[src/rtl/regfile_mp.sv]
// regfile_mp: parametrised register file with several read ports.
// Reads can be combinational or registered. A same-cycle write can be
// forwarded to reads, and entry 0 can be hardwired to zero. A sequential
// sweep engine clears every entry, one per cycle, on request. Writes that
// cannot be accepted are discarded and reported one cycle later.
//
// Ports:
//   clk       - clock; all state updates on the rising edge
//   rst       - asynchronous active-high reset
//   wr_en     - write strobe
//   wr_addr   - write address (ADDR_W bits)
//   wr_data   - write data (DATA_W bits)
//   rd_addr   - packed read addresses; port p uses [p*ADDR_W +: ADDR_W]
//   rd_data   - packed read data; port p uses [p*DATA_W +: DATA_W]
//   clr_req   - start a sweep clear of all entries
//   clr_busy  - high while the sweep clear runs
//   wr_drop   - one-cycle pulse: the previous cycle's write was discarded
module regfile_mp #(
  parameter int DATA_W   = 4,
  parameter int DEPTH    = 8,
  parameter int ADDR_W   = $clog2(DEPTH),
  parameter int N_RD     = 2,
  parameter int RD_REG   = 0,
  parameter int BYPASS   = 1,
  parameter int ZERO_REG = 0
) (
  input  logic                     clk,
  input  logic                     rst,
  input  logic                     wr_en,
  input  logic [ADDR_W-1:0]        wr_addr,
  input  logic [DATA_W-1:0]        wr_data,
  input  logic [N_RD*ADDR_W-1:0]   rd_addr,
  output logic [N_RD*DATA_W-1:0]   rd_data,
  input  logic                     clr_req,
  output logic                     clr_busy,
  output logic                     wr_drop
);

  typedef enum logic {IDLE, CLEAR} state_t;

  localparam logic [ADDR_W-1:0] LAST_IDX = ADDR_W'(DEPTH - 1);

  state_t              state_q, state_d;
  logic [ADDR_W-1:0]   ptr_q, ptr_d;
  logic [DATA_W-1:0]   mem_q [DEPTH];
  logic [DATA_W-1:0]   mem_d [DEPTH];
  logic                wr_drop_q, wr_drop_d;
  logic [DATA_W-1:0]   rd_q [N_RD];
  logic [DATA_W-1:0]   rd_val [N_RD];
  logic                wr_legal;

  // A write is accepted only for an in-range address, outside the sweep,
  // and never to a hardwired-zero entry 0.
  always_comb begin
    wr_legal = wr_en
             && (32'(wr_addr) < 32'(DEPTH))
             && (state_q == IDLE)
             && !((ZERO_REG != 0) && (wr_addr == '0));
    wr_drop_d = wr_en && !wr_legal;
  end

  // Storage next-state and the sweep FSM. Accepted writes only happen in
  // IDLE, so they never collide with the sweep's clearing write.
  always_comb begin
    mem_d   = mem_q;
    state_d = state_q;
    ptr_d   = ptr_q;
    if (wr_legal) begin
      mem_d[wr_addr] = wr_data;
    end
    case (state_q)
      IDLE: begin
        if (clr_req) begin
          state_d = CLEAR;
          ptr_d   = '0;
        end
      end
      CLEAR: begin
        mem_d[ptr_q] = '0;
        if (ptr_q == LAST_IDX) begin
          state_d = IDLE;
          ptr_d   = '0;
        end else begin
          ptr_d = ptr_q + 1'b1;
        end
      end
      default: begin
        state_d = IDLE;
        ptr_d   = '0;
      end
    endcase
  end

  // Per-port read value. Out-of-range addresses and a hardwired entry 0
  // read as zero; an accepted same-cycle write is forwarded when enabled.
  // The sweep's clearing write is deliberately not forwarded.
  always_comb begin
    for (int p = 0; p < N_RD; p++) begin
      logic [ADDR_W-1:0] ra;
      ra = rd_addr[p*ADDR_W +: ADDR_W];
      if (!(32'(ra) < 32'(DEPTH))) begin
        rd_val[p] = '0;
      end else if ((ZERO_REG != 0) && (ra == '0)) begin
        rd_val[p] = '0;
      end else if ((BYPASS != 0) && wr_legal && (ra == wr_addr)) begin
        rd_val[p] = wr_data;
      end else begin
        rd_val[p] = mem_q[ra];
      end
    end
  end

  always_ff @(posedge clk or posedge rst) begin
    if (rst) begin
      state_q   <= IDLE;
      ptr_q     <= '0;
      wr_drop_q <= 1'b0;
      for (int i = 0; i < DEPTH; i++) begin
        mem_q[i] <= '0;
      end
      for (int p = 0; p < N_RD; p++) begin
        rd_q[p] <= '0;
      end
    end else begin
      state_q   <= state_d;
      ptr_q     <= ptr_d;
      wr_drop_q <= wr_drop_d;
      mem_q     <= mem_d;
      for (int p = 0; p < N_RD; p++) begin
        rd_q[p] <= rd_val[p];
      end
    end
  end

  for (genvar p = 0; p < N_RD; p++) begin : g_rd
    assign rd_data[p*DATA_W +: DATA_W] = (RD_REG != 0) ? rd_q[p] : rd_val[p];
  end

  assign clr_busy = (state_q == CLEAR);
  assign wr_drop  = wr_drop_q;

endmodule

[config.mk]
export PLATFORM = sky130hd
export DESIGN_NAME = regfile_mp
export DESIGN_NICKNAME = d
export VERILOG_FILES = /design/src/rtl/regfile_mp.sv
export SDC_FILE = /design/constraint.sdc
export NUM_CORES = 1
export LEC_CHECK = 0
export ABC_AREA = 1
export CAP_MARGIN = 10
export CORE_ASPECT_RATIO = 1.1
export CORE_MARGIN = 1
export CORE_UTILIZATION = 35
export DETAILED_ROUTE_END_ITERATION = 12
export RECOVER_POWER = 25
export SETUP_SLACK_MARGIN = 0.3
export SYNTH_ARGS = -nofsm -noshare
export SYNTH_HDL_FRONTEND = slang
export SYNTH_SLANG_ARGS = --single-unit
[constraint.sdc]
create_clock -name clk -period 1.8 [get_ports clk]
set_clock_uncertainty 0.2 [all_clocks]
set_input_delay 0.27 -clock clk [delete_from_list [all_inputs] [get_ports clk]]
set_output_delay 0.27 -clock clk [all_outputs]
set_load 0.01 [all_outputs]
# After elaboration in Yosys (flattened, before gate mapping)
# Cells that the tools add are included.
[op_classes] bitwise=7 mux=21 n_addsub=1 eq_ne=4 n_lt_le_gt_ge=6 reduce_logical=7
[op_table] op="32-bit two-way mux" n=2
[op_table] op="32-bit bitwise AND" n=1
[op_table] op="32-bit bitwise mux" n=1
[op_table] op="4-bit two-way mux" n=8
[op_table] op="32-bit NOT" n=1
[op_table] op="4-bit binary-select mux with 3-bit select" n=2
[op_table] op="4-bit demux with 3-bit select" n=2
[op_table] op="4-bit >= comparator (second input constant)" n=4
[op_table] op="3-bit NOT with 4-bit output" n=4
[op_table] op="4-bit by 1-bit < comparator with 1-bit output (second input constant)" n=2
[op_table] op="3-bit == test" n=2
[op_table] op="1-bit logical AND" n=6
[op_table] op="3-bit two-way mux" n=2
[op_table] op="3-bit case mux with 2 select lines" n=1
[op_table] op="3-bit by 1-bit adder with 3-bit output (second input constant)" n=1
[op_table] op="3-bit == test (second input constant)" n=1
[op_table] op="1-bit two-way mux" n=2
[op_table] op="2-bit != test (second input constant)" n=1
[op_table] op="1-bit case mux with 2 select lines" n=1
[op_table] op="1-bit logical NOT" n=1
[op_table] op="1-bit NOT" n=1
[totals] wordCells=57 input_bits=17 ff_bits=37 out_inout_bits=10

# Logic depth before layout (Yosys ltp)
[logic_depth] ltp_word=9 ltp_mapped=9 depth_no_buf=8

# Worst setup path after synthesis
# Ideal clock, no wire load.
[synth_path] kind="flip-flop to output port" start="register state_q (netlist: clr_busy)" end="output port rd_data[4]" n_path_buf=1 arrival_time_ns=1.113 stages_incl_launch_ff=9 required_time_ns=1.330 setup_slack_ns=0.217 path_cell_list="dfrtp_1 > buf_6 > nor2_1 > nand2_1 > nor2_1 > nand2_2 > clkinv_2 > nand2_1 > nand2_1"
[synth_via] elab_chain_len=4
[synth_rtl] item="start, declared" line="43" source="state_t state_q, state_d;"
[synth_rtl] item="start signal, assigned" line="125" source="state_q <= state_d;"
[synth_rtl] item="1-bit NOT"
[synth_rtl] item="1-bit logical AND" line="57" source="&& (state_q == IDLE)"
[synth_rtl] item="1-bit logical AND" line="105" source="end else if ((BYPASS != 0) && wr_legal && (ra == wr_addr)) begin"
[synth_rtl] item="4-bit two-way mux" line="105"
[synth_rtl] item="end, declared" line="33" source="output logic [N_RD*DATA_W-1:0] rd_data,"
# No other way between the ends.

# Worst setup path in the final report
[layout_path] start="register state_q (netlist: clr_busy)" end="output port rd_data[5]"
# Same word-level chain as after synthesis.

==> summary.md <==
| Metric | Value |
|---|---|
| # port buffers | `26` |
| Critical path data arrival time | `1.49 ns` |
| Post-DP HPWL | `6380 um` |
| First-pass GRT wire length | `13300 um` |
| Number of max-slew violations in the final report | `0` |
| Kind of launch point of the worst setup path | `flip-flop` |
| Power after layout | `4110 uW` |
| CP max stage delay | `0.41 ns` |
| WP depth | `8` |
| Maximum operating frequency | `510 MHz` |
| H-tree levels | `2` |
| Mapped Area | `2580 sq um` |
| Outcome | `finished with violations` |
| Max-Cap Viols | `0` |
| Maximum fanout encountered on the critical timing path | `2` |
| Cell type with the highest occurrence count on the critical path | `sky130_fd_sc_hd__nand2_2` |
| Core region area | `7090 sq um` |
| Sequential-to-total area share from yosys stat | `35.9%` |
| Hold WC Path Type | `input pin to flip-flop` |
| Number of global-route vias before repair | `2693` |
| Failing checks | `DRC, setup timing` |
| Depth of the worst hold-timing path | `4` |
| Critical Path, Cell by Cell | `nor2_4 > nand2_2 > nor2_2 > nand2_2 > buf_4 > nand3_1 > nand2_2 > buf_6` |
| Final critical-path share of the clock period | `109%` |
| Worst relative slew slack | `39.1%` |
| Highest ir drop seen on vdd | `0.000754 V` |
| Setup violators final | `9` |
| Vias after detailed routing | `2682` |
| Worst hold path endpoint | `wr_drop` |
| Launch point of the worst reg-to-reg path | `clr_busy` |
| Number of DRC violations after detailed-routing iteration 0 | `134` |
| Clock transition at the registers of the reported paths | `0.07 ns` |
| Routability-driven placement congestion ratio | `0.932` |
| Width of the die | `83.9 um` |
| Power per unit of standard cell area | `1150 nW/um^2` |
| Height of the die | `92.1 um` |
| CTS Sinks | `37` |
| Leakage power total | `0.00192 uW` |
| Unrepaired setup endpoints after global routing | `yes` |
| Pin count of the biggest net entering global routing | `38` |
| Required time of the worst setup path | `1.33 ns` |
| Initial standard-cell utilization of the core | `36.4%` |
| Kind of critical path | `flip-flop to output port` |
| Net count after synthesis | `425` |
| Layout Nets | `490` |
| Number of clock buffers inserted by TritonCTS | `5` |
| Average wire length per cell after detail routing | `14.5 um` |
| Post-DRT Antenna Nets | `0` |
| Later-pin clock latency in the skew report | `0.28 ns` |
| Longest Clk Path Bufs | `2` |
| Row cnt | `32` |
| All-layer global routing usage | `22.2%` |
| Final worst slack | `-0.162 ns` |
| Total congestion overflow after global routing | `0` |
| Pin slew with the least headroom to its limit | `0.914 ns` |
| Post-cts hold buffer count | `0` |
| Share of cells above drive strength 1 | `26.1%` |
| Buf+Inv Stages, Crit Path | `2` |
| Router iterations before antenna repair | `8` |
| DRC violations left | `2` |
| Antenna violations before repair | `0` |
| Launch instance of the worst min-delay path | `wr_en` |
| Clock tree from TritonCTS | `done` |
| FF-to-FF path depth | `10` |
| Count of mapped cells out of synthesis | `406` |
| Avg Cell Area, Syn | `6.36 sq um` |
| Number of ports placed on the die boundary | `27` |
| Flip-flop and latch count after synthesis | `37` |
| CP max stage cell | `sky130_fd_sc_hd__dfrtp_1` |
| Number of library cell types mapped by synthesis | `19` |
| Commonest non-fill, non-tap cell in the layout | `sky130_fd_sc_hd__nand2_1` |
| Final critical path time including I/O delays and setup | `1.96 ns` |
| Total wire length after detailed routing | `8070 um` |
| Reg2Reg Setup Slack | `-0.01 ns` |
| Most frequent cells in the layout | `100 x sky130_fd_sc_hd__nand2_1, 76 x sky130_fd_sc_hd__nor2_1, 48 x sky130_fd_sc_hd__nand3_1, 37 x sky130_fd_sc_hd__inv_1, 37 x sky130_fd_sc_hd__dfrtp_1` |
| Area growth, synth to finish | `37.9%` |
| Vias/cell | `4.82` |
| Synthesis Warnings | `0` |
| Die area | `7730 sq um` |
| Delay-heaviest family, CP | `simple AND/OR/NAND/NOR gates` |
| Ant. Diodes | `0` |
| Post-Layout Inst Area | `3560 sq um` |
| Dpl cell area | `3240 sq um` |
| Crit path capture type | `output port` |
| Count of endpoints failing hold in the final timing report | `0` |
| Reg-to-reg endpoint | `mem_q[29]` |
| Root Driver | `sky130_fd_sc_hd__clkbuf_8` |
[per-layer routing]
| metal | global-route usage [%] | routed length (um) |
|---|---|---|
| met3 | 2.70 | 316 |
| met2 | 36.3 | 3790 |
| met5 | 0 | 0 |
| met4 | 9.05 | 189 |
| met1 | 29.7 | 3780 |
[Yosys cell counts (all sizes together)]
cell | n | share of area, %
o21ai | 2 | 0.39
nand2 | 129 | 21
dfrtp | 37 | 36
o22ai | 1 | 0.24
nor2 | 85 | 14
nand3 | 50 | 9.7
clkinv | 6 | 1.2
a21oi | 1 | 0.19
inv | 48 | 7.0
ha | 2 | 0.97
nor3 | 32 | 6.2
buf | 13 | 3.7
[worst reg2reg max path, stage by stage (launching register included)]
cell and delay, ns:
sky130_fd_sc_hd__dfrtp_1 0.41, sky130_fd_sc_hd__buf_4 0.15, sky130_fd_sc_hd__buf_6 0.13, sky130_fd_sc_hd__inv_4 0.05
sky130_fd_sc_hd__nand2_4 0.07, sky130_fd_sc_hd__nor2_4 0.19, sky130_fd_sc_hd__buf_12 0.15, sky130_fd_sc_hd__nand2_8 0.06
sky130_fd_sc_hd__inv_4 0.08, sky130_fd_sc_hd__nor2_1 0.04, sky130_fd_sc_hd__nor3_1 0.19
[per-stage QoR]
| step | util (%) | TNS [ns] | std cells | hold WS [ns] | setup WS [ns] |
|---|---|---|---|---|---|
| 2_1_floorplan | - | 0 | 406 | 0.174 | 0.264 |
| 3_3_place_gp | 45.7 | -7.51 | 543 | 0.340 | -0.743 |
| 3_5_place_dp | 45.7 | -8.16 | 543 | 0.350 | -0.738 |
| 4_1_cts | 48.7 | -1.33 | 555 | 0.134 | -0.214 |
| 5_1_grt | 50.3 | -2.21 | 557 | 0.300 | -0.244 |
| 6_report | 50.3 | -0.952 | 557 | 0.259 | -0.162 |
[state kept, by name, summed over array words and instances (netlist names)]
name,count
mem_q,32
ptr_q,3
clr_busy,1
wr_drop,1
[timing repair]
action                                  in CTS  in global routing
pin swaps                                    5                  9
endpoints found under the setup margin      42                 41
gates resized for setup                     64                 30
setup buffers                                4                  2
[area by class of cell]
class / count / area, sq um
tap: 85 / 106
timing repair buffer: 71 / 679
clock inverter: 2 / 37.5
multi-input combinational: 302 / 1490
inverter: 54 / 239
sequential: 37 / 926
clock buffer: 6 / 82.6
fill: 688 / 3520
[where the power goes]
| part | switching, uW | internal [uW] |
|---|---|---|
| combinational | 1040 | 802 |
| clock | 308 | 451 |
| sequential | 335 | 1170 |
[worst max-delay path by stage]
stage	slack [ns]	from	to
global placement	-0.74	rd_addr[0]	rd_data[0]
finish	-0.16	clr_busy	rd_data[5]
CTS	-0.21	clr_busy	rd_data[5]
global route	-0.24	clr_busy	rd_data[7]
floorplan	0.26	clr_busy	rd_data[4]
detailed placement	-0.74	rd_addr[0]	rd_data[1]
[cell families after synthesis]
logic type	after synthesis	synth area share [%]
simple gates	296	50.5
buf+inv	67	11.8
flops	37	35.9
compound gates	4	0.824
fa+ha+maj	2	0.969
Note: power is estimated with default switching activity, not from simulation.
==> RTL change: new RTL, config.mk and constraints unchanged <==
`DEPTH`: 8 -> 16.
--- a/src/rtl/regfile_mp.sv
+++ b/src/rtl/regfile_mp.sv
@@ -17,7 +17,7 @@
 //   wr_drop   - one-cycle pulse: the previous cycle's write was discarded
 module regfile_mp #(
   parameter int DATA_W   = 4,
-  parameter int DEPTH    = 8,
+  parameter int DEPTH    = 16,
   parameter int ADDR_W   = $clog2(DEPTH),
   parameter int N_RD     = 2,
   parameter int RD_REG   = 0,
Interface: changed (resized rd_addr and wr_addr); port bits go from 27 to 30. The function was not compared with the original's and may differ.
==> RTL change against the unedited design <==
  * The run still ends with DRC, setup timing left
  * Via count up 92%
  * Cell area up 99%
  * Setup slack worse by 0.048 ns
  * Routed wire length up 120%
  * Critical path depth unchanged
  * Area after synthesis up 77%
  * Power up 110%
  * Sequential cell count up 33
  * Non-clock buffer count up 60
  * First-iteration DRC count rose to 3.0 times the old value
  * Critical endpoint is now rd_data[3]
  * Largest power group unchanged
==> RTL change: results <==
group,metric,value,unit
placed_design,placed_cell_area,5790,um2
drt,via_per_inst,5.53,
global_route,grt_first_pass_wirelength,26.5,mm
placed_design,gp_congestion,0.917,
power_and_ir_drop,p_comb_share,51.4,%
placed_design,dp_hpwl,12.2,mm
placed_design,pre_cts_ws,-0.881,ns
drt,first_pass_iters,10,
synth,synth_compound_area_share,16.9,%
timing,worst_pin_slew,0.984,ns
cells_and_area,largest_registers,"mem_q (64), ptr_q (4)",
drt,vias,5160,
synth,synthAdderAreaFrac,1.09,%
run_status,violations,"DRC, setup timing",
synth,synthXorXnorAreaFrac,0.574,%
cells_and_area,nNetsFinal,795,
power_and_ir_drop,p_sw,3.53,mW
synth,netlist_top_cells_area,"dfrtp_1, nand2_1, nand3_1",
timing,fin_ws,-0.210,ns
power_and_ir_drop,p_leak,3.29,nW
power_and_ir_drop,pwr-share-seq,27.0,%
drt,drc_errors,1,
timing,setup_violations,8,
drt,dr_wl_met2,8.64,mm
global_route,grt_use_met2,44.3,%
run_status,status,"complete, but fails checks",
synth,synthTopCellsByCount,"nand2_1, nand3_1, inv_1",
clock_tree,h-tree-depth,3,
synth,netlist-cell-type-count,21,
[RTL change: what timing repair did]
| action | in CTS | in global routing |
|---|---|---|
| pin swaps | 15 | 9 |
| buffers inserted | 1 | 2 |
| setup endpoints to repair | 74 | 74 |
| cloned | 2 | 0 |
| resized for setup | 119 | 148 |
[RTL change: tightest hold or removal path: cells and delay by family]
kind	cells	cell delay, ns
buffers and inverters	3	0.48
AND/OR/NAND/NOR	1	0.05
[RTL change: final timing paths]
check                                from         end  slack (ns)
worst max register to register   clr_busy    mem_q[9]        0.01
worst max-delay path             clr_busy  rd_data[3]       -0.21
max in group asynchronous             rst    ptr_q[0]        0.18
worst min-delay path                wr_en     wr_drop        0.30
worst min register to register  mem_q[61]   mem_q[61]        0.33
min in group asynchronous             rst    ptr_q[1]        0.56
[RTL change: cell type report]
type | count | area share (%)
timing repair buffer | 131 | 17.7
multi-input combinational | 472 | 45.7
inverter | 87 | 4.83
sequential | 70 | 24.7
clock inverter | 3 | 0.600
clock buffer | 13 | 3.67
tap | 157 | 2.77
